$ cat config.mk
export PLATFORM = sky130hd
export DESIGN_NAME = down_timer
export DESIGN_NICKNAME = d
export VERILOG_FILES = /design/src/rtl/down_timer.sv
export SDC_FILE = /design/constraint.sdc
export NUM_CORES = 1
export LEC_CHECK = 0
export CAP_MARGIN = 20
export CORE_MARGIN = 2
export CORE_UTILIZATION = 50
export CTS_CLUSTER_DIAMETER = 200
export DETAILED_ROUTE_END_ITERATION = 10
export GPL_TIMING_DRIVEN = 0
export PLACE_DENSITY = 0.79
export SYNTH_ARGS = -nofsm -noshare
export SYNTH_HDL_FRONTEND = slang
export SYNTH_SLANG_ARGS = --single-unit
$ cat constraint.sdc
create_clock -name clk -period 2.6 [get_ports clk]
set_clock_uncertainty 0.05 [all_clocks]
set_input_delay 0.52 -clock clk [delete_from_list [all_inputs] [get_ports clk]]
set_output_delay 0.52 -clock clk [all_outputs]
set_load 0.02 [all_outputs]
$ cat src/rtl/down_timer.sv
// down_timer: programmable N-bit down-counting timer with one-shot and
// periodic (auto-reload) modes. It loads a start value and decrements once
// per cycle with `en` high while running. It marks expiry with a registered
// one-cycle `done` pulse.
module down_timer #(
  parameter int N = 8
) (
  input  logic         clk,
  input  logic         rst,
  input  logic         start,
  input  logic         stop,
  input  logic         en,
  input  logic         periodic,
  input  logic [N-1:0] load_val,
  output logic [N-1:0] q,
  output logic         busy,
  output logic         done,
  output logic         zero
);

  typedef enum logic {
    IDLE = 1'b0,
    RUN  = 1'b1
  } state_t;

  state_t       state_q, state_d;
  logic [N-1:0] q_q, q_d;
  logic [N-1:0] r_q, r_d;       // reload value, latched on start
  logic         mode_q, mode_d; // 1 = periodic, 0 = one-shot
  logic         done_q, done_d;

  // Next-state logic: stop beats start, and start beats en.
  always_comb begin
    // NOTE: every signal gets a default first, so no path leaves a value unassigned and no latch is inferred.
    state_d = state_q;
    q_d     = q_q;
    r_d     = r_q;
    mode_d  = mode_q;
    done_d  = 1'b0;

    if (stop) begin
      // Abort: q freezes where it is and no done is produced.
      state_d = IDLE;
    end else if (start) begin
      if (load_val == '0) begin
        // A zero period expires at once and never auto-reloads.
        q_d     = '0;
        r_d     = '0;
        mode_d  = 1'b0;
        done_d  = 1'b1;
        state_d = IDLE;
      end else begin
        q_d     = load_val;
        r_d     = load_val;
        mode_d  = periodic;
        state_d = RUN;
      end
    end else if (state_q == RUN && en) begin
      if (q_q == N'(1)) begin
        done_d = 1'b1;
        if (mode_q) begin
          q_d = r_q;
        end else begin
          q_d     = '0;
          state_d = IDLE;
        end
      end else if (q_q != '0) begin
        q_d = q_q - N'(1);
      end
    end
  end

  // State, count, reload and done registers; reset is asynchronous and takes effect mid-count.
  always_ff @(posedge clk or posedge rst) begin
    if (rst) begin
      state_q <= IDLE;
      q_q     <= '0;
      r_q     <= '0;
      mode_q  <= 1'b0;
      done_q  <= 1'b0;
    end else begin
      // NOTE: sequential state uses non-blocking assignments, so every flop samples values from before the edge.
      state_q <= state_d;
      q_q     <= q_d;
      r_q     <= r_d;
      mode_q  <= mode_d;
      done_q  <= done_d;
    end
  end

  assign q    = q_q;
  assign busy = (state_q == RUN);
  assign done = done_q;
  assign zero = (q_q == '0);

endmodule

==> metrics.txt, run 1 <==
CP cell instances=nor4_4 > buf_4 > and2_1 > dlygate4sd2_1; Synth top cells by count=19 x dfrtp_1, 13 x a21oi_1, 8 x inv_1, 8 x mux2_2, 8 x nor2_1; fillcell total=188; Final setup viols=0; CTS tree=built; Max-slew headroom=0.509; Post-Place Worst Slack=0.147 ns; Critical-path top delay cell=dfrtp_2; PortBufs=23; final hold slack=0.474 ns; grt total ovfl=0; Clock power frac=0.163; RSZ-0062 raised after global routing=no; Chip Width=52.1 um; status=complete, no violations; die area=2720 um2; core outline area=2190 um2; sequential element share of the synthesized area=0.410; DR WL met3=177 um; Power, Total=0.897 mW; Slew Limit Fails=0; crit-path max cell delay=0.49 ns; fin crit period=2.34 ns; post-synth top area cell=dfrtp_1; Final Wtd Congestion=0.925; post-CTS setup buffers=0; CTS Buf Count=3; n_diodes=0; hold buffer count at cts=0; drt pass-1 iters=4; number of synthesized flops with an enable pin=0; drt total wl=2790 um; crit path capture type=primary output; global-route wire length before repair=4660 um; mean post-synth cell area=9.74 um2; PD cells=608 nW/um2; Cell Area, Synth=1160 um2; ys flop type=dfrtp_1; CP Launch Type=flip-flop; Worst-path clk slew=0.11 ns; Hold WC Path Type=reg -> reg; #FFs+latches synth=19; clk sinks=19; Distinct cells, synth=42; Max-Cap Viols=0; Post-Syn Instances=119; CP Data Arrival Time=1.77 ns; HPWL after DPL=2110 um; CTS max path bufs=2; DRC=0; area share of the largest cell type after synthesis=0.410; layout cells sized above 1=0.158; TNS Setup=0 ns; Post-DP Area=1420 um2; root buffer cell=clkbuf_4; # nets final=164; P_int=0.574 mW; max layer used=met4; num rows=17; pin count of the biggest net entering global routing=20; via count=1044; die height=52.1 um; Critical Path RT=2.03 ns; post-CTS sizing=7; Achievable Freq=427 MHz; Peak VDD IR=0.000336 V; Area Growth Syn to Fin=27.3%; Post-synth ARST share=1.00; met1 wire length=1220 um; Sw Ratio=0.360; P_sw=0.323 mW; Final Util=0.673; GRT Overall Usage=0.230; most frequent cell after synthesis=dfrtp_1; Sequential Power Share=0.463; post-route cell area=1480 um2; Iteration-0 DRC Markers=35; final worst-path cycle share=0.901; Finished Layout Cells=174; main area contributors after synthesis=dfrtp_1 41%, mux2_2 7.8%, a21oi_1 5.6%; critical path type=reg -> out; wire per inst=16.0 um; leak pwr=0.615 nW; vias per cell=6.00; WL met2=1350 um; IO Count=25; Slew @ Worst Pin=0.735 ns; YS warnings=0; final-report hold violation count=0; Initial Util=0.529; ANT nets after route=0; later-pin clock latency in the skew report=0.29 ns; Syn Nets=136; Final WS setup=0.257 ns; H-tree depth=1; Gate power share=0.374; post-placement cell count=170; crit path max fanout=10; vias in the first global route=985; initial antenna violation count=0
[per-layer routing]
layer | vias to the layer above | GRT usage
li1 | 505 | -
met1 | 488 | 0.317
met2 | 47 | 0.371
met3 | 4 | 0.0402
met4 | 0 | 0.0641
met5 | - | 0
[cell type report]
cell class                      count  area, um2  share of cell area
Clock buffer                        3       22.5              0.0153
Clock inverter                      1       5.00             0.00339
Tap cell                           28       35.0              0.0237
Timing Repair Buffer               23        229               0.155
Buffer                              6       37.5              0.0254
Sequential cell                    19        478               0.324
Inverter                            8       30.0              0.0204
Multi-Input combinational cell     86        638               0.433
[cell families after synthesis]
kind of cell    Yosys count  synth area share
flops                    19             0.410
mux                       9            0.0864
fa+ha+maj                 3            0.0324
buf+inv                  14            0.0562
compound gates           37             0.218
xor+xnor                  1           0.00756
simple gates             36             0.189
[power by group through the flow]
stage | Clock, mW | Sequential, mW | Combinational (mW)
after CTS | 0.151 | 0.414 | 0.337
after floorplan | 0 | 0.429 | 0.181
after global routing | 0.166 | 0.424 | 0.368
after detailed placement | 0 | 0.412 | 0.328
final | 0.146 | 0.416 | 0.336
after global placement | 0 | 0.409 | 0.322
[worst paths after layout]
path                              from     end  slack [ns]  depth (start not counted)
worst max-delay path              q[5]    zero        0.26                          4
worst min-delay path            r_q[2]  r_q[2]        0.47                          1
worst max register to register    q[0]    q[6]        0.50                          6
worst min register to register  r_q[2]  r_q[2]        0.47                          1
max in group asynchronous          rst    q[4]        1.40                          2
min in group asynchronous          rst  r_q[6]        0.59                          2
[critical path, delay by kind of cell, from the launching register on]
kind	cells	cell delay, ns
buffers and inverters	2	0.54
flip-flops	1	0.49
AND/OR/NAND/NOR	2	0.44
[sequential cells by signal, summed over array words and instances, names as in the netlist]
| signal | cells |
|---|---|
| r_q | 8 |
| done | 1 |
| mode_q | 1 |
| q | 8 |
| busy | 1 |
[cells in the final DEF (no fill, tap or decap), types with 2 or more instances in the layout]
cell | Yosys | layout
a22o_1 | 3 | 3
a2111o_1 | 3 | 3
o22ai_1 | 2 | 2
clkdlybuf4s50_1 | 0 | 22
a31oi_1 | 2 | 2
dfrtp_2 | 0 | 2
nand2_1 | 4 | 4
inv_1 | 8 | 8
nor2_1 | 8 | 8
o21ai_0 | 4 | 4
ha_1 | 3 | 3
o21a_1 | 2 | 2
nor4_1 | 3 | 2
and3_1 | 3 | 3
or4_1 | 2 | 2
a21oi_1 | 13 | 13
and4_1 | 2 | 2
o31ai_1 | 2 | 2
dfrtp_1 | 19 | 17
clkbuf_4 | 0 | 3
mux2_2 | 8 | 8
buf_2 | 4 | 3
No activity file was read; power rests on OpenSTA's default activity.
==> run 2: changes to the inputs <==
--- a/config.mk
+++ b/config.mk
@@ -12,6 +12,8 @@
 export DETAILED_ROUTE_END_ITERATION = 10
 export GPL_TIMING_DRIVEN = 0
 export PLACE_DENSITY = 0.79
+export REMOVE_ABC_BUFFERS = 1
+export SLEW_MARGIN = 40
 export SYNTH_ARGS = -nofsm -noshare
 export SYNTH_HDL_FRONTEND = slang
 export SYNTH_SLANG_ARGS = --single-unit
==> metrics.txt, run 2 (synthesis results as in run 1) <==
status=complete, no violations; reg-to-reg critical path endpoint=q[3]; H-tree depth=1; via count=1041; PD cells=618 nW/um2; n_diodes=0; Chip Width=52.1 um; drt pass-1 iters=4; Max-Cap Viols=0; R2R cell count=6; root buffer cell=clkbuf_4; Post-DP Area=1410 um2; reg-to-reg slack, setup=0.26 ns; GRT Overall Usage=0.241; Peak VDD IR=0.000446 V; Max-slew headroom=0.557; clk sinks=19; CTS Buf Count=3; vias per cell=6.12; die height=52.1 um; core outline area=2190 um2; CTS tree=built; initial antenna violation count=0; CP Launch Type=input pin; grt total ovfl=0; later-pin clock latency in the skew report=0.31 ns; Final setup viols=0; most frequent cells in the layout=23 x clkdlybuf4s50_1, 18 x dfrtp_1, 13 x a21oi_1; layout cells sized above 1=0.141; crit path capture type=flip-flop; vias in the first global route=1003; final-report hold violation count=0; CP Data Arrival Time=2.63 ns; Initial Util=0.529; most common cell after layout, fill and taps aside=clkdlybuf4s50_1; pin count of the biggest net entering global routing=20; CTS max path bufs=2; # nets final=160; Final Wtd Congestion=0.858; final hold slack=0.460 ns; reg2reg start=q[1]; wire per inst=16.7 um; leak pwr=0.612 nW; FF/Latch Area=477 um2; RSZ-0062 raised after global routing=no; PortBufs=24; global-route wire length before repair=4760 um; crit path max fanout=19; IO Count=25; Achievable Freq=403 MHz; post-route cell area=1460 um2; area of the multi-input gates=646 um2; Hold WC Path Type=in -> async; Finished Layout Cells=170; DRC=0; Slew Limit Fails=0; TNS Setup=0 ns; die area=2720 um2; ANT nets after route=0; final worst-path cycle share=0.954; drt total wl=2840 um; Iteration-0 DRC Markers=19; hold buffer count at cts=0; Slew @ Worst Pin=0.662 ns; Worst-path clk slew=0.12 ns; fin crit period=2.48 ns; critical path type=in -> reg; post-placement cell count=165; Final Util=0.668; fillcell total=168; HPWL after DPL=1940 um; Area Growth Syn to Fin=26.3%; num rows=17; Critical Path RT=2.74 ns
run 2: layout make-up:
class	instances	area share
flip-flops and latches	19	0.326
well taps	28	0.0239
repair buffers	25	0.171
clock buffers	4	0.0179
inverters	8	0.0205
multi-input cells	86	0.441
run 2: worst max-delay path by stage:
stage                      from  endpoint  slack (ns)  cells past startpoint
after detailed placement  start    r_q[0]       -0.34                      4
final                     start    r_q[0]        0.12                      4
after floorplan            q[5]      q[5]        0.24                      4
after global placement     q[5]      zero       -0.50                      3
after CTS                  q[0]      zero       0.008                      5
after global routing      start    r_q[2]        0.02                      4
run 2: metal layers:
metal  vias up  routed length (um)  part of all wire  global-route usage
li1        496                   -                 -                   -
met1       500                1350              0.48               0.350
met2        39                1270              0.45               0.350
met3         6                 149             0.052              0.0431
met4         0                  62             0.022               0.107
met5         -                   0                 0                   0
run 2: worst max-delay path: stages:
cell and delay [ns]:
clkdlybuf4s50_1 0.89, inv_1 0.30, nor2_2 0.51, mux2_2 0.40
run 2: where the power goes:
part	leakage [nW]	switching [mW]	internal [mW]	total (mW)
Clock	0.0150	0.0988	0.0599	0.159
Sequential	0.228	0.0809	0.343	0.424
Combinational	0.369	0.155	0.167	0.322
run 2: repair_timing:
action,in CTS,in global routing
pin swaps,1,0
buffers inserted,1,0
gates cloned,0,0
setup endpoints to repair,9,1
resized for setup,3,2
run 2: per-stage QoR:
stage,total power [mW],setup WS [ns]
3_5_place_dp,0.733,-0.339
3_3_place_gp,0.715,-0.499
6_report,0.904,0.120
2_1_floorplan,0.593,0.243
5_1_grt,0.956,0.0248
4_1_cts,0.901,0.00784
==> run 3: changes to the inputs <==
--- a/config.mk
+++ b/config.mk
@@ -5,13 +5,14 @@
 export SDC_FILE = /design/constraint.sdc
 export NUM_CORES = 1
 export LEC_CHECK = 0
+export ABC_AREA = 1
 export CAP_MARGIN = 20
 export CORE_MARGIN = 2
-export CORE_UTILIZATION = 50
+export CORE_UTILIZATION = 46
 export CTS_CLUSTER_DIAMETER = 200
 export DETAILED_ROUTE_END_ITERATION = 10
 export GPL_TIMING_DRIVEN = 0
-export PLACE_DENSITY = 0.79
+export PLACE_DENSITY = 0.75
 export REMOVE_ABC_BUFFERS = 1
 export SLEW_MARGIN = 40
 export SYNTH_ARGS = -nofsm -noshare
==> constraint.sdc (replaced) <==
create_clock -name clk -period 2.2 [get_ports clk]
set_clock_uncertainty 0.05 [all_clocks]
set_input_delay 0.44 -clock clk [delete_from_list [all_inputs] [get_ports clk]]
set_output_delay 0.44 -clock clk [all_outputs]
set_load 0.02 [all_outputs]
==> metrics.txt, run 3 <==
status=complete, no violations; TNS Setup=0 ns; Area Growth Syn to Fin=22.6%; n_diodes=0; Post-Place Worst Slack=0.0453 ns; wire per inst=12.1 um; leak pwr=0.772 nW; CP Data Arrival Time=1.51 ns; R2R cell count=8; num rows=18; main area contributors after synthesis=dfrtp_1 38%, nand2_1 21%, nand3_1 10%; Slew @ Worst Pin=0.733 ns; RSZ-0062 raised after global routing=no; YS warnings=0; FF/Latch Area=475 um2; Post-Syn Instances=185; die height=56.2 um; Hold WC Path Type=reg -> reg; drt total wl=2910 um; Critical-path top delay cell=dfrtp_1; Iteration-0 DRC Markers=47; mean post-synth cell area=6.77 um2; HPWL after DPL=2250 um; post-synth top area cell=dfrtp_1; Final Wtd Congestion=0.812; Cell Area, Synth=1250 um2; Worst-path clk slew=0.11 ns; initial antenna violation count=0; Chip Width=56.2 um; CTS max path bufs=2; pin count of the biggest net entering global routing=20; CTS Buf Count=3; Achievable Freq=500 MHz; crit path capture type=primary output; clk sinks=19; Slew Limit Fails=0; most frequent cell after synthesis=nand2_1; area of the multi-input gates=672 um2; most common cell after layout, fill and taps aside=nand2_1; Final WS setup=0.201 ns; Post-synth ARST share=1.00; most frequent cells in the layout=69 x nand2_1, 26 x nand3_1, 23 x clkdlybuf4s50_1; hold buffer count at cts=0; sequential element share of the synthesized area=0.380; fin crit period=2.00 ns; cell family with most CP delay=flip-flops; Initial Util=0.497; Synth top cells by count=69 x nand2_1, 26 x nand3_1, 19 x dfrtp_1; core outline area=2520 um2; global-route wire length before repair=5410 um; CTS tree=built; PortBufs=24; Final setup viols=0; post-CTS setup buffers=0; vias per cell=5.12; PD cells=738 nW/um2; via count=1229; Max-Cap Viols=0; Distinct cells, synth=24; CP bufs+invs=3; vias in the first global route=1257; critical path type=reg -> out; IO Count=25; drt pass-1 iters=4; die area=3160 um2; #FFs+latches synth=19; Critical Path RT=1.71 ns; fillcell total=275; root buffer cell=clkbuf_4; ANT nets after route=0; later-pin clock latency in the skew report=0.30 ns; GRT Overall Usage=0.210; Hold Path Cell Cnt=2; crit-path max cell delay=0.43 ns; final worst-path cycle share=0.909; H-tree depth=1; final-report hold violation count=0; area share of the largest cell type after synthesis=0.380; number of synthesized flops with an enable pin=0; CP cell instances=inv_1 > ha_1 > clkinv_2 > nor3_1 > clkbuf_2; layout cells sized above 1=0.110; # nets final=228; grt total ovfl=0; Max-slew headroom=0.511; Levels on crit path=5; crit path max fanout=4; Peak VDD IR=0.000480 V; DRC=0; CP Launch Type=flip-flop; ys flop type=dfrtp_1
==> run 3: area by class of cell <==
cell class              instances  share of cell area
multi-input cells             141               0.438
well taps                      30              0.0244
flip-flops and latches         19               0.310
repair buffers                 24               0.153
inverters                      22              0.0579
clock buffers                   4              0.0171
==> run 3: logic make-up after synthesis <==
logic type	share of synthesized area
AO/OA/AOI/OAI	0.0519
AND/OR/NAND/NOR	0.448
XOR/XNOR	0.00699
buffers and inverters	0.0839
flip-flops	0.380
adder cells (fa/ha/maj)	0.0300
==> run 3: through the flow <==
stage	util	std cells	area [um2]	power [mW]	hold slack, ns
2_1_floorplan	-	182	1240	0.787	0.341
4_1_cts	0.610	240	1540	1.14	0.439
5_1_grt	0.609	240	1540	1.24	0.460
3_5_place_dp	0.600	236	1510	0.960	0.412
3_3_place_gp	0.600	236	1510	0.950	0.412
6_report	0.609	240	1540	1.13	0.436
==> run 3: worst paths after layout <==
kind,startpoint,end,slack (ns)
worst max-delay path,q[1],zero,0.20
worst min-delay path,r_q[7],r_q[7],0.44
worst max register to register,q[1],q[7],0.56
worst min register to register,r_q[7],r_q[7],0.44
max in group asynchronous,rst,q[4],1.14
min in group asynchronous,rst,r_q[2],0.50
==> run 3: power breakdown <==
group / internal [mW] / leakage (nW) / switching [mW]
clock: 0.0706 / 0.0150 / 0.108
sequential: 0.404 / 0.236 / 0.0733
combinational: 0.192 / 0.521 / 0.285
==> run 3: worst register-to-register path, stage by stage (launching register included) <==
cell and delay (ns):
dfrtp_1 0.43, inv_1 0.13, ha_1 0.25, nand3_1 0.17
nor2_4 0.20, nand3_1 0.13, nand3_1 0.11, nand2_1 0.07
nand2_1 0.06
==> run 3: what timing repair did <==
item,CTS,global route
pin swaps,0,0
endpoints found under the setup margin,1,1
gates resized for setup,1,3
==> run 3: metal layers <==
| metal | track usage | wire length (um) | up-vias |
|---|---|---|---|
| met5 | 0 | 0 | - |
| met4 | 0.0442 | 41 | 0 |
| met3 | 0.0279 | 144 | 6 |
| met2 | 0.365 | 1350 | 44 |
| met1 | 0.279 | 1380 | 547 |
| li1 | - | - | 632 |
